$ cat src/rtl/env_adsr_amp_if.sv
// Purpose: bundles the envelope controls, the sample in and the scaled sample/status out.
// Latency: none (wiring only); the attached block registers every output.
// Backpressure: none; one sample moves per clock in each direction.
interface env_adsr_amp_if #(
    parameter int nbit_wav = 14,
    parameter int nbit_env = 8
);
    logic                gate_in;
    logic [nbit_wav-1:0] wav_in;
    logic [nbit_env-1:0] att_rate_in;
    logic [nbit_env-1:0] dec_rate_in;
    logic [nbit_env-1:0] sus_lvl_in;
    logic [nbit_env-1:0] rel_rate_in;
    logic [nbit_wav-1:0] aout;
    logic [nbit_env-1:0] env_out;
    logic [2:0]          state_out;
    logic                busy_out;

    // Producer side: note gate, generator sample and envelope settings.
    modport master (
        output gate_in, wav_in, att_rate_in, dec_rate_in, sus_lvl_in, rel_rate_in,
        input  aout, env_out, state_out, busy_out
    );

    // Envelope block side.
    modport slave (
        input  gate_in, wav_in, att_rate_in, dec_rate_in, sus_lvl_in, rel_rate_in,
        output aout, env_out, state_out, busy_out
    );
endinterface

$ cat src/rtl/env_adsr_amp.sv
// Purpose: ADSR amplitude envelope; scales the generator sample by the current level.
// Latency: state/level move on the edge sampling a gate event or tick; aout is 1 clock after wav_in/env_out.
// Backpressure: none; free-running, one sample accepted and produced every clock.
module env_adsr_amp #(
    parameter int nbit_wav = 14,
    parameter int nbit_env = 8,
    parameter int nbit_pre = 10
) (
    input  logic            clk,
    input  logic            rstn,
    env_adsr_amp_if.slave   io
);
    localparam logic [2:0] ST_IDLE    = 3'd0;
    localparam logic [2:0] ST_ATTACK  = 3'd1;
    localparam logic [2:0] ST_DECAY   = 3'd2;
    localparam logic [2:0] ST_SUSTAIN = 3'd3;
    localparam logic [2:0] ST_RELEASE = 3'd4;

    localparam int PW = nbit_wav + nbit_env + 1;
    localparam logic [nbit_env-1:0] LVL_MAX  = {nbit_env{1'b1}};
    localparam logic [nbit_env-1:0] LVL_ZERO = {nbit_env{1'b0}};

    logic [nbit_pre-1:0] pre_q, pre_d;
    logic                tick;
    logic                gate_q;
    logic                rise, fall;
    logic [2:0]          state_q, state_d;
    logic [nbit_env-1:0] lvl_q, lvl_d;
    logic                busy_q, busy_d;
    logic [nbit_wav-1:0] aout_q, aout_d;

    // One extra bit so sums never wrap before saturation.
    logic [nbit_env:0]   att_sum;
    logic [nbit_env:0]   dec_floor;

    logic signed [PW-1:0] wav_ext;
    logic signed [PW-1:0] lvl_ext;
    logic signed [PW-1:0] prod;
    logic                 unused_prod_bits;

    // Prescaler: free-running counter, tick on all-ones.
    always_comb begin
        pre_d = pre_q + {{(nbit_pre-1){1'b0}}, 1'b1};
    end

    assign tick = &pre_q;
    assign rise = io.gate_in & ~gate_q;
    assign fall = ~io.gate_in;

    assign att_sum   = {1'b0, lvl_q} + {1'b0, io.att_rate_in};
    assign dec_floor = {1'b0, io.dec_rate_in} + {1'b0, io.sus_lvl_in};

    // Envelope FSM: gate events first, otherwise per-state level stepping on tick.
    always_comb begin
        state_d = state_q;
        lvl_d   = lvl_q;
        if (rise) begin
            // Retrigger keeps the current level so attack resumes without a click.
            state_d = ST_ATTACK;
        end else if (fall && (state_q == ST_ATTACK || state_q == ST_DECAY ||
                              state_q == ST_SUSTAIN)) begin
            state_d = ST_RELEASE;
        end else begin
            case (state_q)
                ST_ATTACK: begin
                    if (tick) begin
                        if (io.att_rate_in == LVL_ZERO || att_sum >= {1'b0, LVL_MAX}) begin
                            lvl_d   = LVL_MAX;
                            state_d = ST_DECAY;
                        end else begin
                            lvl_d = att_sum[nbit_env-1:0];
                        end
                    end
                end
                ST_DECAY: begin
                    if (tick) begin
                        // level - dec <= sus (or level already below sus) clamps to sus.
                        if (io.dec_rate_in == LVL_ZERO || {1'b0, lvl_q} <= dec_floor) begin
                            lvl_d   = io.sus_lvl_in;
                            state_d = ST_SUSTAIN;
                        end else begin
                            lvl_d = lvl_q - io.dec_rate_in;
                        end
                    end
                end
                ST_SUSTAIN: begin
                    // Follows sus_lvl_in every clock so live edits are heard at once.
                    lvl_d = io.sus_lvl_in;
                end
                ST_RELEASE: begin
                    if (tick) begin
                        if (io.rel_rate_in == LVL_ZERO || lvl_q <= io.rel_rate_in) begin
                            lvl_d   = LVL_ZERO;
                            state_d = ST_IDLE;
                        end else begin
                            lvl_d = lvl_q - io.rel_rate_in;
                        end
                    end
                end
                default: begin
                    state_d = ST_IDLE;
                    lvl_d   = LVL_ZERO;
                end
            endcase
        end
    end

    assign busy_d = (state_d != ST_IDLE);

    // Scaling: signed sample times unsigned level, keep the top nbit_wav bits (floor shift).
    assign wav_ext = {{(nbit_env+1){io.wav_in[nbit_wav-1]}}, io.wav_in};
    assign lvl_ext = {{nbit_wav{1'b0}}, 1'b0, lvl_q};
    assign prod    = wav_ext * lvl_ext;
    assign aout_d  = prod[nbit_wav+nbit_env-1:nbit_env];
    assign unused_prod_bits = ^{prod[PW-1], prod[nbit_env-1:0]};

    // State, level, prescaler, gate history and output registers.
    always_ff @(posedge clk or negedge rstn) begin
        if (!rstn) begin
            pre_q   <= '0;
            gate_q  <= 1'b0;
            state_q <= ST_IDLE;
            lvl_q   <= '0;
            busy_q  <= 1'b0;
            aout_q  <= '0;
        end else begin
            pre_q   <= pre_d;
            gate_q  <= io.gate_in;
            state_q <= state_d;
            lvl_q   <= lvl_d;
            busy_q  <= busy_d;
            aout_q  <= aout_d;
        end
    end

    assign io.aout      = aout_q;
    assign io.env_out   = lvl_q;
    assign io.state_out = state_q;
    assign io.busy_out  = busy_q;
endmodule

$ cat src/flat_wrapper.sv
// flat-port wrapper written by rule: the top's interface ports become plain ports
module env_adsr_amp_flat 
#(
    parameter int nbit_wav = 14,
    parameter int nbit_env = 8,
    parameter int nbit_pre = 10
)
  (clk, rstn, io_gate_in, io_wav_in, io_att_rate_in, io_dec_rate_in, io_sus_lvl_in, io_rel_rate_in, io_aout, io_env_out, io_state_out, io_busy_out);
  env_adsr_amp_if #(.nbit_wav(nbit_wav), .nbit_env(nbit_env)) io_i ();
  input  logic clk;
  input  logic rstn;
  input wire logic [$bits(io_i.gate_in)-1:0] io_gate_in;
  input wire logic [$bits(io_i.wav_in)-1:0] io_wav_in;
  input wire logic [$bits(io_i.att_rate_in)-1:0] io_att_rate_in;
  input wire logic [$bits(io_i.dec_rate_in)-1:0] io_dec_rate_in;
  input wire logic [$bits(io_i.sus_lvl_in)-1:0] io_sus_lvl_in;
  input wire logic [$bits(io_i.rel_rate_in)-1:0] io_rel_rate_in;
  output wire logic [$bits(io_i.aout)-1:0] io_aout;
  output wire logic [$bits(io_i.env_out)-1:0] io_env_out;
  output wire logic [$bits(io_i.state_out)-1:0] io_state_out;
  output wire logic [$bits(io_i.busy_out)-1:0] io_busy_out;
  assign io_i.gate_in = io_gate_in;
  assign io_i.wav_in = io_wav_in;
  assign io_i.att_rate_in = io_att_rate_in;
  assign io_i.dec_rate_in = io_dec_rate_in;
  assign io_i.sus_lvl_in = io_sus_lvl_in;
  assign io_i.rel_rate_in = io_rel_rate_in;
  assign io_aout = io_i.aout;
  assign io_env_out = io_i.env_out;
  assign io_state_out = io_i.state_out;
  assign io_busy_out = io_i.busy_out;
  env_adsr_amp #(.nbit_wav(nbit_wav), .nbit_env(nbit_env), .nbit_pre(nbit_pre)) u_core (.clk(clk), .rstn(rstn), .io(io_i));
endmodule
$ cat config.mk
export PLATFORM = sky130hd
export DESIGN_NAME = env_adsr_amp_flat
export DESIGN_NICKNAME = d
export VERILOG_FILES = /design/src/rtl/env_adsr_amp_if.sv /design/src/rtl/env_adsr_amp.sv /design/src/flat_wrapper.sv
export SDC_FILE = /design/constraint.sdc
export NUM_CORES = 1
export LEC_CHECK = 0
export CAP_MARGIN = 20
export CORE_MARGIN = 5
export CORE_UTILIZATION = 58
export DETAILED_ROUTE_END_ITERATION = 16
export HOLD_SLACK_MARGIN = 0.08
export PLACE_DENSITY_LB_ADDON = 0.08
export SETUP_SLACK_MARGIN = 0.4
export SLEW_MARGIN = 25
export SYNTH_ARGS = -nofsm -noshare
export SYNTH_HDL_FRONTEND = slang
export SYNTH_SLANG_ARGS = --single-unit
$ cat constraint.sdc
create_clock -name clk -period 5.84 [get_ports clk]
set_clock_uncertainty 0.05 [all_clocks]
set_input_delay 1.752 -clock clk [delete_from_list [all_inputs] [get_ports clk]]
set_output_delay 1.752 -clock clk [all_outputs]
set_load 0.01 [all_outputs]
==> results.json <==
{
  "finalSetupViolCount": 0,
  "switchingPower_uw": 602.4,
  "critPathSlowestCell": "fa_1",
  "grt_pass1_vias": 6478,
  "synth_edf_count": 0,
  "worst_setup_path_end_kind": "flop",
  "p_seq_share_pct": 22.4,
  "pwr-share-comb_pct": 56.7,
  "tns_ns": 0,
  "start_util_pct": 59.30,
  "dieArea_mm2": 0.01399,
  "timing.slew.headroom_pct": 30.40,
  "crit_path_start_kind": "input port",
  "min_period_ns": 5.627,
  "p_total_mw": 1.564,
  "ys_seq_area_share_pct": 13.62,
  "async_flop_share_pct": 100.0,
  "crit_chain": "buf_8, buf_6, and2_4, fa_1, fa_1, inv_2, fa_1, inv_2, fa_1, ha_4, a21o_1, a21oi_2, a32o_2, a41oi_4, a41oi_2, buf_4, a21oi_4, xnor2_2",
  "synth_top_area_share_pct": 26.79,
  "die_h_um": 118.3,
  "syn_area_mm2": 0.006800,
  "synth-main-ff-cell": "dfrtp_1",
  "power.leakage_nw": 4.417,
  "drc": 0,
  "tightest_slew_ns": 1.044,
  "synth_nets": 982,
  "synth_seq_cells": 37,
  "vias_per_cell": 5.707,
  "h-tree-depth": 2,
  "synth_compound_area_share_pct": 13.21,
  "fmaxAchievable_mhz": 177.7,
  "io_buffers": 74,
  "grt_usage_pct": 26.58,
  "hold_buffers": 0,
  "cts.sinks": 37,
  "dr.pass1.iters": 5,
  "die_w_um": 118.3,
  "fin_hold_ws_ns": 0.4011,
  "post_drt_wl_per_cell_um": 17.78,
  "power_density_mw_per_mm2": 178.0,
  "max_cap_violations": 0,
  "final_cell_area_mm2": 0.008785,
  "ys_types": 61,
  "ir_drop_uv": 177.9,
  "gp_congestion": 0.9493,
  "swShare_pct": 38.53,
  "core_region_area_mm2": 0.01147,
  "layout-drive-gt1-share_pct": 20.77,
  "cts-root-buf": "clkbuf_16",
  "crit_required_ns": 6.00,
  "vias": 5981,
  "internal_power_uw": 961.1,
  "crit_arrival_ns": 5.79,
  "placed_area_mm2": 0.008177,
  "synthCells": 763,
  "yosysTopAreaCell": "fa_1",
  "rsz0062_at_grt": "true",
  "gr-total-overflow": 0,
  "drtIter0Drc": 375,
  "ant_nets": 0,
  "finalHoldViolCount": 0,
  "wl_um": 18640,
  "fin_nets": 1123,
  "cts_tree": "yes",
  "clk_latency_ns": 0.29,
  "path_clk_slew_ns": 0.06,
  "cp_slowest_stage_delay_ns": 0.52,
  "clockBufferDepth": 2,
  "criticalPathCategory": "input port to flop",
  "hp-class": "flop to flop",
  "ys_warn_count": 0,
  "status": "completed",
  "synth_fa_ha_area_share_pct": 41.32,
  "slew_violations": 0,
  "n_antenna_cell": 0,
  "fin_crit_sh_pct": 96.35,
  "worstPathMaxFanout": 3,
  "synth_top_family_by_area": "adder cells",
  "crit_top_cell": "fa_1",
  "ios": 75,
  "area_growth_pct": 29.18,
  "synth_mux_area_share_pct": 0.5888,
  "yosys.area_share.simple_pct": 16.80,
  "finish.utilization_pct": 76.61,
  "synth_xor_area_share_pct": 5.538,
  "rows": 39,
  "syn_area_per_cell_um2": 8.913,
  "antenna_found_initial": 0,
  "dp_hpwl_um": 14520,
  "netlist_top_cells_area": "fa_1 (27%), ha_1 (15%), dfrtp_1 (14%), inv_1 (8.1%), and2_1 (6.0%)",
  "grt_pass1_wl_um": 30630,
  "pwr-share-clk_pct": 20.9,
  "cts_buffers": 5,
  "grt_max_degree": 38
}
==> cells in the mapped netlist, drive strengths merged, types with 8 or more instances <==
cell,count
clkbuf,9
dfrtp,37
nand2,64
nor2,23
fa,91
and2,66
inv,146
xnor2,27
o21ai,28
or2,8
a21o,10
nor3,11
ha,79
xor2,16
a21oi,33
nor2b,10
==> area by class of cell <==
cell class                      instances  area (um^2)
Fill cell                             825         2683
Timing Repair Buffer                  147         1333
Tap cell                              143        178.9
Clock buffer                            6        138.9
Clock inverter                          2        37.54
Multi-Input combinational cell        567         5623
Sequential cell                        37        925.9
Inverter                              146        548.0
==> power groups by stage <==
| stage | logic, mW | registers [mW] | clock network, mW |
|---|---|---|---|
| 6_report | 0.886 | 0.350 | 0.327 |
| 5_1_grt | 0.987 | 0.355 | 0.341 |
| 4_1_cts | 0.855 | 0.348 | 0.331 |
| 3_5_place_dp | 0.821 | 0.351 | 0 |
| 3_3_place_gp | 0.791 | 0.348 | 0 |
| 2_1_floorplan | 0.475 | 0.356 | 0 |
==> worst max-delay path, delay by kind of cell <==
family                     cells  cell delay, ns
xor gates and xnor gates       1            0.12
adders and majority gates      5            2.31
buffers and inverters          5            0.46
AOI/OAI and AO/OA              6            1.00
and+or+nand+nor                1            0.14
==> kinds of logic (layout without fill, tap and decap cells) <==
logic type | Yosys count | after routing
XOR/XNOR | 43 | 43
flip-flops | 37 | 37
multiplexers | 4 | 4
buffers and inverters | 159 | 301
AO/OA/AOI/OAI | 132 | 132
AND/OR/NAND/NOR | 218 | 218
adder cells (fa/ha/maj) | 170 | 170
==> sequential cells by signal, summed over array words and instances (netlist names) <==
register             cells
u_core.io.aout          14
u_core.pre_q            10
u_core.io.env_out        8
u_core.io.state_out      3
u_core.gate_q            1
u_core.io.busy_out       1
==> layout by cell type, fill, tap and decap left out, drive strengths merged, types with 5 or more instances in the layout <==
master         Yosys  routed
or2                8       8
nor2              23      23
nor4               6       6
fa                91      91
clkbuf             9       6
a221oi             5       5
o21ai             28      28
inv              146     146
nand2             64      64
or3                6       6
nand4              7       7
clkdlybuf4s50      0      55
nand3              6       6
o21a               7       7
a211oi             7       7
nor3              11      11
ha                79      79
xor2              16      16
and2              66      66
a21o              10      10
nor2b             10      10
dfrtp             37      37
o21bai             5       5
buf                4      87
xnor2             27      27
a21oi             33      33
==> what timing repair did <==
action | CTS | global route
setup endpoints to repair | 18 | 21
pin swaps | 46 | 44
buffers inserted | 11 | 7
hold endpoints to repair | 0 | 0
gates resized for setup | 118 | 48
==> worst paths after layout <==
kind	start	to	slack, ns	cells after the start
worst max-delay path	io_wav_in[8]	u_core.io.aout[13]	0.21	18
worst min-delay path	u_core.pre_q[0]	u_core.pre_q[0]	0.40	1
worst max register to register	u_core.io.env_out[0]	u_core.io.aout[13]	0.74	17
worst min register to register	u_core.pre_q[0]	u_core.pre_q[0]	0.40	1
max in group asynchronous	rstn	u_core.io.env_out[2]	3.65	1
min in group asynchronous	rstn	u_core.io.aout[3]	1.52	1
==> per-layer routing <==
| metal | up-vias | part of all wire (%) | track usage (%) |
|---|---|---|---|
| li1 | 2783 | - | - |
| met1 | 2950 | 41 | 33.99 |
| met2 | 193 | 52 | 46.94 |
| met3 | 55 | 4.4 | 3.391 |
| met4 | 0 | 2.8 | 8.244 |
| met5 | - | 0 | 0 |
==> stage by stage <==
stage	instances	setup WS [ns]
floorplan	763	0.3267
global placement	1022	-0.5108
detailed placement	1022	-0.6209
CTS	1041	0.2036
global route	1048	0.08719
finish	1048	0.2134
No activity file was read; power rests on OpenSTA's default activity.
